File: src/rtl/mem_access_ctrl_if.sv
// ============================================================================
// Module   : mem_access_ctrl_if
// Purpose  : SRAM-like data bus between the MEM-stage controller and memory.
// Revision : 1.0
// ============================================================================
`default_nettype none

interface mem_access_ctrl_if;
    logic        data_req;
    logic        data_wr;
    logic [1:0]  data_size;
    logic [31:0] data_addr;
    logic [31:0] data_wdata;
    logic        data_addr_ok;
    logic        data_data_ok;
    logic [31:0] data_rdata;

    modport master (
        output data_req, data_wr, data_size, data_addr, data_wdata,
        input  data_addr_ok, data_data_ok, data_rdata
    );

    modport slave (
        input  data_req, data_wr, data_size, data_addr, data_wdata,
        output data_addr_ok, data_data_ok, data_rdata
    );
endinterface

`default_nettype wire

File: src/rtl/mem_access_ctrl.sv
// ============================================================================
// Module   : mem_access_ctrl
// Purpose  : MEM-stage load/store sequencer for an SRAM-like bus.
//            Optional macro MEM_ADDR_CHECK_EN enables alignment exceptions.
// Revision : 1.0
// ============================================================================
`default_nettype none

module mem_access_ctrl (
    input  wire logic          clk,
    input  wire logic          resetn,
    input  wire logic          mem_validM,
    input  wire logic [7:0]    alucontrolM,
    input  wire logic [31:0]   aluoutM,
    input  wire logic [31:0]   writedataM,
    input  wire logic          flushM,
    input  wire logic          mem_advance,
    mem_access_ctrl_if.master  bus,
    output logic [31:0]        lwresultM,
    output logic               adelM,
    output logic               adesM,
    output logic [31:0]        badaddrM,
    output logic               mem_stall
);

    localparam logic [7:0] EXE_LB_OP  = 8'b1110_0000;
    localparam logic [7:0] EXE_LBU_OP = 8'b1110_0100;
    localparam logic [7:0] EXE_LH_OP  = 8'b1110_0001;
    localparam logic [7:0] EXE_LHU_OP = 8'b1110_0101;
    localparam logic [7:0] EXE_LW_OP  = 8'b1110_0011;
    localparam logic [7:0] EXE_SB_OP  = 8'b1110_1000;
    localparam logic [7:0] EXE_SH_OP  = 8'b1110_1001;
    localparam logic [7:0] EXE_SW_OP  = 8'b1110_1011;

    typedef enum logic [2:0] {
        S_IDLE   = 3'd0,
        S_REQ    = 3'd1,
        S_WAIT   = 3'd2,
        S_DONE   = 3'd3,
        S_CANCEL = 3'd4
    } state_t;

    state_t      state_q;
    logic [31:0] lwresult_q;

    logic        w_is_load;
    logic        w_is_store;
    logic [1:0]  w_size;
    logic        w_adel;
    logic        w_ades;
    logic [31:0] w_addr;
    logic [31:0] w_wdata;
    logic        w_access;
    logic        w_issue;

    always_comb begin
        w_is_load  = 1'b0;
        w_is_store = 1'b0;
        w_size     = 2'd0;
        case (alucontrolM)
            EXE_LB_OP, EXE_LBU_OP: begin w_is_load  = 1'b1; w_size = 2'd0; end
            EXE_LH_OP, EXE_LHU_OP: begin w_is_load  = 1'b1; w_size = 2'd1; end
            EXE_LW_OP:             begin w_is_load  = 1'b1; w_size = 2'd2; end
            EXE_SB_OP:             begin w_is_store = 1'b1; w_size = 2'd0; end
            EXE_SH_OP:             begin w_is_store = 1'b1; w_size = 2'd1; end
            EXE_SW_OP:             begin w_is_store = 1'b1; w_size = 2'd2; end
            default:               ;
        endcase
    end

`ifdef MEM_ADDR_CHECK_EN
    logic w_misalign;
    assign w_misalign = ((w_size == 2'd1) & aluoutM[0]) |
                        ((w_size == 2'd2) & (|aluoutM[1:0]));
    assign w_adel = mem_validM & w_is_load  & w_misalign;
    assign w_ades = mem_validM & w_is_store & w_misalign;
    assign w_addr = aluoutM;
`else
    // Without alignment checking the bus always sees a naturally aligned address.
    assign w_adel = 1'b0;
    assign w_ades = 1'b0;
    assign w_addr = {aluoutM[31:2],
                     (w_size == 2'd2) ? 2'b00 :
                     (w_size == 2'd1) ? {aluoutM[1], 1'b0} : aluoutM[1:0]};
`endif

    always_comb begin
        case (w_size)
            2'd0:    w_wdata = {4{writedataM[7:0]}};
            2'd1:    w_wdata = {2{writedataM[15:0]}};
            default: w_wdata = writedataM;
        endcase
    end

    assign w_access = mem_validM & (w_is_load | w_is_store) & ~w_adel & ~w_ades & ~flushM;
    assign w_issue  = ((state_q == S_IDLE) & w_access) | ((state_q == S_REQ) & ~flushM);

    assign bus.data_req   = resetn & w_issue;
    assign bus.data_wr    = w_is_store;
    assign bus.data_size  = w_size;
    assign bus.data_addr  = w_addr;
    assign bus.data_wdata = w_wdata;

    assign mem_stall = resetn & (((state_q == S_IDLE) & w_access) |
                                 (state_q == S_REQ) | (state_q == S_WAIT));
    assign adelM     = resetn & w_adel;
    assign adesM     = resetn & w_ades;
    assign badaddrM  = (adelM | adesM) ? aluoutM : 32'd0;
    assign lwresultM = lwresult_q;

    always_ff @(posedge clk or negedge resetn) begin
        if (!resetn) begin
            state_q    <= S_IDLE;
            lwresult_q <= 32'd0;
        end else begin
            case (state_q)
                S_IDLE, S_REQ: begin
                    if (!w_issue) begin
                        state_q <= S_IDLE;
                    end else if (bus.data_addr_ok) begin
                        if (bus.data_data_ok) begin
                            state_q <= S_DONE;
                            if (w_is_load) lwresult_q <= bus.data_rdata;
                        end else begin
                            state_q <= S_WAIT;
                        end
                    end else begin
                        state_q <= S_REQ;
                    end
                end
                S_WAIT: begin
                    // A beat arriving alongside the flush is already consumed.
                    if (flushM) begin
                        state_q <= bus.data_data_ok ? S_IDLE : S_CANCEL;
                    end else if (bus.data_data_ok) begin
                        state_q <= S_DONE;
                        if (w_is_load) lwresult_q <= bus.data_rdata;
                    end
                end
                S_DONE: begin
                    if (flushM | mem_advance) state_q <= S_IDLE;
                end
                S_CANCEL: begin
                    if (bus.data_data_ok) state_q <= S_IDLE;
                end
                default: state_q <= S_IDLE;
            endcase
        end
    end

endmodule

`default_nettype wire

File: src/flat_wrapper.sv
// flat-port wrapper written by rule: the top's interface ports become plain ports
module mem_access_ctrl_flat 
  (clk, resetn, mem_validM, alucontrolM, aluoutM, writedataM, flushM, mem_advance, lwresultM, adelM, adesM, badaddrM, mem_stall, bus_data_req, bus_data_wr, bus_data_size, bus_data_addr, bus_data_wdata, bus_data_addr_ok, bus_data_data_ok, bus_data_rdata);
  mem_access_ctrl_if bus_i ();
  input  wire logic clk;
  input  wire logic resetn;
  input  wire logic mem_validM;
  input  wire logic [7:0] alucontrolM;
  input  wire logic [31:0] aluoutM;
  input  wire logic [31:0] writedataM;
  input  wire logic flushM;
  input  wire logic mem_advance;
  output logic [31:0] lwresultM;
  output logic adelM;
  output logic adesM;
  output logic [31:0] badaddrM;
  output logic mem_stall;
  output wire logic [$bits(bus_i.data_req)-1:0] bus_data_req;
  output wire logic [$bits(bus_i.data_wr)-1:0] bus_data_wr;
  output wire logic [$bits(bus_i.data_size)-1:0] bus_data_size;
  output wire logic [$bits(bus_i.data_addr)-1:0] bus_data_addr;
  output wire logic [$bits(bus_i.data_wdata)-1:0] bus_data_wdata;
  input wire logic [$bits(bus_i.data_addr_ok)-1:0] bus_data_addr_ok;
  input wire logic [$bits(bus_i.data_data_ok)-1:0] bus_data_data_ok;
  input wire logic [$bits(bus_i.data_rdata)-1:0] bus_data_rdata;
  assign bus_data_req = bus_i.data_req;
  assign bus_data_wr = bus_i.data_wr;
  assign bus_data_size = bus_i.data_size;
  assign bus_data_addr = bus_i.data_addr;
  assign bus_data_wdata = bus_i.data_wdata;
  assign bus_i.data_addr_ok = bus_data_addr_ok;
  assign bus_i.data_data_ok = bus_data_data_ok;
  assign bus_i.data_rdata = bus_data_rdata;
  mem_access_ctrl u_core (.clk(clk), .resetn(resetn), .mem_validM(mem_validM), .alucontrolM(alucontrolM), .aluoutM(aluoutM), .writedataM(writedataM), .flushM(flushM), .mem_advance(mem_advance), .bus(bus_i), .lwresultM(lwresultM), .adelM(adelM), .adesM(adesM), .badaddrM(badaddrM), .mem_stall(mem_stall));
endmodule
File: config.mk
export PLATFORM = sky130hd
export DESIGN_NAME = mem_access_ctrl_flat
export DESIGN_NICKNAME = d
export VERILOG_FILES = /design/src/rtl/mem_access_ctrl_if.sv /design/src/rtl/mem_access_ctrl.sv /design/src/flat_wrapper.sv
export SDC_FILE = /design/constraint.sdc
export NUM_CORES = 1
export LEC_CHECK = 0
export BUFFER_PORTS_ARGS = -buffer_cell sky130_fd_sc_hd__buf_2
export CAP_MARGIN = 0
export CORE_ASPECT_RATIO = 0.8
export CORE_MARGIN = 2
export CORE_UTILIZATION = 30
export CTS_CLUSTER_SIZE = 12
export DETAILED_ROUTE_END_ITERATION = 8
export PLACE_DENSITY = 0.72
export SLEW_MARGIN = 30
export SYNTH_ARGS = -nofsm -noshare
export SYNTH_HDL_FRONTEND = slang
export SYNTH_SLANG_ARGS = --single-unit
File: constraint.sdc
create_clock -name clk -period 2.35 [get_ports clk]
set_input_delay 0.47 -clock clk [delete_from_list [all_inputs] [get_ports clk]]
set_output_delay 0.47 -clock clk [all_outputs]
set_load 0.02 [all_outputs]
---- Word-level counts from Yosys, hierarchy flattened ----
Cells that the tools add are included.
cells by class
  bitwise logic cells ..................... 12
  reduce and logical (&&, ||, !) cells .... 10
  eq/ne operators ......................... 20
  mux-type cells .......................... 21
operators with widths
  operator            count
  $mux 32             5
  $pmux 32 s2         2
  $eq 8x8->1 const B  8
  $mux 3              6
  $pmux 3 s4          1
  $and 1x1->1         6
  $eq 3x2->1 const B  2
  $ne 2x2->1 const B  3
  $reduce_or 3->1     2
  $or 1x1->1          5
  $reduce_or 5->1     1
  $mux 1              4
  $mux 2              2
  $ne 2x1->1 const B  2
  $pmux 2 s2          1
  $reduce_and 4->1    1
  $reduce_or 2->1     2
  $eq 3x1->1 const B  1
  $eq 3x3->1 const B  1
  $logic_not 3->1     1
  $ne 3x3->1 const B  1
  $reduce_and 3->1    1
  $eq 2x1->1 const B  1
  $eq 2x2->1 const B  1
  other kinds (3)     3
storage, ports and cells
  output and inout bits ................... 135
  logic and storage cells ................. 65
  flip-flop bits (word level) ............. 35

---- Depth between registers and ports, before layout ----
  depth in word-level cells ............... 10
  depth in mapped cells ................... 6
  depth with buffers taken out ............ 4

---- Worst setup path before layout ----
No wires, ideal clock.
  path type ............................... in2out
  from .................................... input port alucontrolM[4]
  to ...................................... output port bus_data_wdata[24]
  stages on the path ...................... 5
  path slack .............................. 0.083 ns
  required time ........................... 1.880 ns
  data arrival time ....................... 1.797 ns
  cells stage by stage .................... nand4b_4 > nor4b_4 > buf_2 > a22oi_1 > nand2_1
between the ends
  longest elaborated chain between the ends .. 5
ends and longest elaborated chain
  what                                                                 RTL line               text
  from (decl)                                                          flat_wrapper.sv:8      input wire logic [7:0] alucontrolM;
  $eq 8x8->1                                                           mem_access_ctrl.sv:60  case (alucontrolM)
  $reduce_or 3->1 (no source line) or $reduce_or 2->1 (tied branches)  -
  $pmux 2 s2 *                                                         mem_access_ctrl.sv:60
  net bus_data_size[1]                                                 flat_wrapper.sv:20     output wire logic [$bits(bus_i.data_size)-1:0] bus_data_size;
  $eq 2x1->1 or $logic_not 2->1 (tied branches)                        mem_access_ctrl.sv:88  case (w_size)
  $pmux 32 s2 *                                                        mem_access_ctrl.sv:88
  to (decl)                                                            flat_wrapper.sv:22     output wire logic [$bits(bus_i.data_wdata)-1:0] bus_data_wdata;
Mark *: on every way through the listed nets, which the timed path passes. The rest lies on a longest branch.

---- Worst setup path in the final report ----
  from .................................... register u_core.state_q[0]
  to ...................................... output port bus_data_req
between the ends
  longest elaborated chain between the ends .. 4
ends and longest elaborated chain
  what                                           RTL line                text
  from (decl)                                    mem_access_ctrl.sv:43   state_t state_q;
  from (signal assigned)                         mem_access_ctrl.sv:134  state_q <= bus.data_data_ok ? S_IDLE : S_CANCEL;
  $eq 3x1->1 or $logic_not 3->1 (tied branches)  mem_access_ctrl.sv:96   assign w_issue = ((state_q == S_IDLE) & w_access) | ((state_q == S_REQ) & ~flushM);
  $and 1x1->1                                    mem_access_ctrl.sv:96
  $or 1x1->1 *                                   mem_access_ctrl.sv:96
  $and 1x1->1 *                                  mem_access_ctrl.sv:98   assign bus.data_req = resetn & w_issue;
  to (decl)                                      flat_wrapper.sv:18      output wire logic [$bits(bus_i.data_req)-1:0] bus_data_req;
Mark *: on every way between the ends. The rest lies on a longest branch, timed or not.

==> run_results.csv <==
group,metric,value,unit
sta,hold_viol_final,0,
worst_setup_path,worstSetupPathType,"flip-flop to output pin",
yosys,synth_area_leaders,"dfrtp_1, buf_4, mux2_4",
pwr,vdd_ir_drop_max,0.203,mV
yosys,synthesis.area,0.00259,mm²
final_layout,design_area,0.00328,mm²
worst_setup_path,crit_path_top_delay_cell,"dfrtp_1",
cts,clockBufferDepth,2,
die,die_area,0.00941,mm²
die,io-pin-count,246,
sta,rsz0062_at_grt,"yes",
worst_setup_path,rr_worst_depth,6,
grt,grt_pass1_wl,9380,µm
detailed_routing,remaining_drc_errors,0,
worst_setup_path,cp_slowest_stage_delay,410,ps
grt,antenna_found_initial,0,
detailed_routing,vias_per_cell,4.30,
sta,fmax,435,MHz
final_layout,final_util,38.8,%
detailed_routing,wl_per_cell,13.4,µm
cts,cts_made_buffers,5,
place,port_buffers,151,
sta,fin_crit,2300,ps
sta,clock_skew,6.71,ps
place,dp_cells,465,
yosys,seq_area_frac_synth,33.8,%
sta,slew_violations,0,
detailed_routing,routed_wl,6320,µm
grt,groute.usage.overall,12.6,%
run_status,status,"finished clean",
final_layout,num-nets-final,471,
worst_setup_path,arrival,1830,ps
yosys,yosysUniqueCellTypes,41,
yosys,ys.flop_type,"dfrtp_1",
worst_setup_path,crit_top_cell,"buf_4",
final_layout,diodes,0,
cts,path_clk_slew,80,ps
yosys,avgSynthCellArea,11.0,µm²
detailed_routing,firstDrtPassIters,4,
worst_hold_path,hold_path_class,"input pin to async pin",
sta,fin_hold_ws,294,ps
die,die_x,108,µm
worst_setup_path,critical_path.max_fanout,4,
die,rows,30,
yosys,synth-seq-cells,35,
detailed_routing,first_iter_violations,55,
pwr,pwr_density_cell,471,mW/mm²
sta,relSlewSlack,58.4,%
place,gp_congestion,0.838,
place,dp_hpwl,5140,µm
yosys,synth_warnings,0,
worst_setup_path,cp-end-kind,"output pin",
sta,tightestPinTransition,615,ps
cts,holdBufCountCts,0,
sta,setup_viol,0,
grt,grt_max_degree,36,
worst_setup_path,cp_cell_sequence,"a211o_1 > a2111oi_4 > buf_4 > nor2_2 > nor2b_1 > buf_4",
cts,cts_root_buffer,"clkbuf_8",
run,maxCapViolations,0,
final_layout,ff_latch_area,876,µm²
worst_setup_path,critPathLaunchType,"flip-flop",
yosys,netlist_instances,236,
yosys,async_reset_ff_share,100,%
pwr,p_leak,1.95,nW
detailed_routing,dr_total_vias,2036,
yosys,synth-edff-count,0,
grt,grt_pass1_vias,1896,
final_layout,drive_gt1_share,59.3,%
final_layout,multiInputGateArea,0.00124,mm²
place,placed_area,0.00314,mm²
die,start_util,30.7,%
final_layout,area_delta_synth_final,26.4,%
final_layout,fin_cells,473,
yosys,yosys.area.top_type,"dfrtp_1",
sta,period_share,97.9,%
cts,clock_latency,280,ps
die,die_h,87.1,µm
grt,grt_overflow_total,0,
detailed_routing,ant_nets,0,
cts,cts_tree,"yes",
cts,cts.sinks,35,
worst_setup_path,cp.required,1880,ps
cts,htree_num_levels,2,
yosys,synth_top_area_share,33.8,%
worst_setup_path,r2r_setup_slack,420,ps
die,coreArea,0.00845,mm²
final_layout,nFillCells,843,
Yosys cell counts, types with 2 or more instances:
library cell	count
buf_4	74
dfrtp_1	35
mux2_4	30
nand2_1	17
o21ai_0	9
inv_1	8
mux2_1	8
a22oi_1	7
nor2_1	5
nor2b_1	5
and2_1	3
buf_6	3
a2111oi_4	2
a21oi_1	2
mux2_2	2
registers in the layout, indices dropped and copies added (netlist names):
register and count:
u_core.lwresultM 32, u_core.state_q 3
per-layer routing:
| layer | global-route usage [%] | wire length (µm) | share of wire, % |
|---|---|---|---|
| met1 | 16.8 | 2790 | 44 |
| met5 | 0 | 0 | 0 |
| met4 | 3.73 | 82 | 1.3 |
| met3 | 3.29 | 420 | 6.6 |
| met2 | 20.1 | 3030 | 48 |
per-stage QoR:
step           total power [mW]  TNS (ps)  worst slack (ps)
4_1_cts                    1.56         0              23.8
6_report                   1.54         0              49.8
3_3_place_gp               1.01         0              70.9
3_5_place_dp               1.02         0              77.8
2_1_floorplan             0.974         0              83.2
5_1_grt                    1.63     -23.6             -23.6
critical path: cells and delay by family, from the launching register on:
family	cells	cell delay (ps)
AND/OR/NAND/NOR	2	180
AO/OA/AOI/OAI	2	630
flip-flops	1	410
buffers and inverters	2	330
worst paths after layout:
path | to | start
setup / recovery | bus_data_req | u_core.state_q[0]
hold / removal | u_core.lwresultM[5] | resetn
setup reg to reg | u_core.lwresultM[12] | u_core.state_q[0]
hold reg to reg | u_core.lwresultM[8] | u_core.lwresultM[8]
max in group asynchronous | u_core.lwresultM[30] | resetn
min in group clk | u_core.lwresultM[14] | bus_data_rdata[14]
report_power, final:
group,switching (mW),internal [mW],total [mW]
Sequential,0.0114,0.624,0.635
Clock,0.220,0.316,0.536
Combinational,0.228,0.144,0.372
Total,0.460,1.08,1.54
layout make-up:
cell class / instances / share of cell area (%)
clock inverter: 3 / 1.34
tap: 112 / 4.28
clock buffer: 5 / 2.10
timing repair buffer: 163 / 26.7
multi-input combinational: 146 / 37.9
sequential: 35 / 26.7
inverter: 9 / 1.03
cell usage in the layout, fill, tap and decap left out, types with 2 or more instances in the layout:
| cell | count |
|---|---|
| buf_4 | 11 |
| mux2_4 | 31 |
| nor2_1 | 4 |
| a2111oi_4 | 3 |
| conb_1 | 34 |
| clkbuf_8 | 5 |
| buf_12 | 2 |
| mux2_2 | 2 |
| nor2b_1 | 5 |
| buf_2 | 150 |
| mux2_1 | 7 |
| o21ai_0 | 9 |
| a22oi_1 | 7 |
| nand2_1 | 17 |
| dfrtp_1 | 35 |
| a21oi_1 | 2 |
| and2_1 | 3 |
| inv_1 | 8 |
logic make-up after synthesis:
family	count (synthesis)	share of synthesized area, %
buffers and inverters	88	24.4
and+or+nand+nor	41	9.60
muxes	40	21.7
DFF	35	33.8
AOI/OAI and AO/OA	30	10.0
xor gates and xnor gates	1	0.338
other	1	0.145
repair_timing:
item / 4_1_cts / 5_1_grt
setup buffers: 0 / 0
endpoints found under the hold margin: 0 / 0
setup endpoints to repair: 1 / 2
pin swaps: 1 / 0
gates resized for setup: 3 / 2
(Power assumes the default switching activity.)
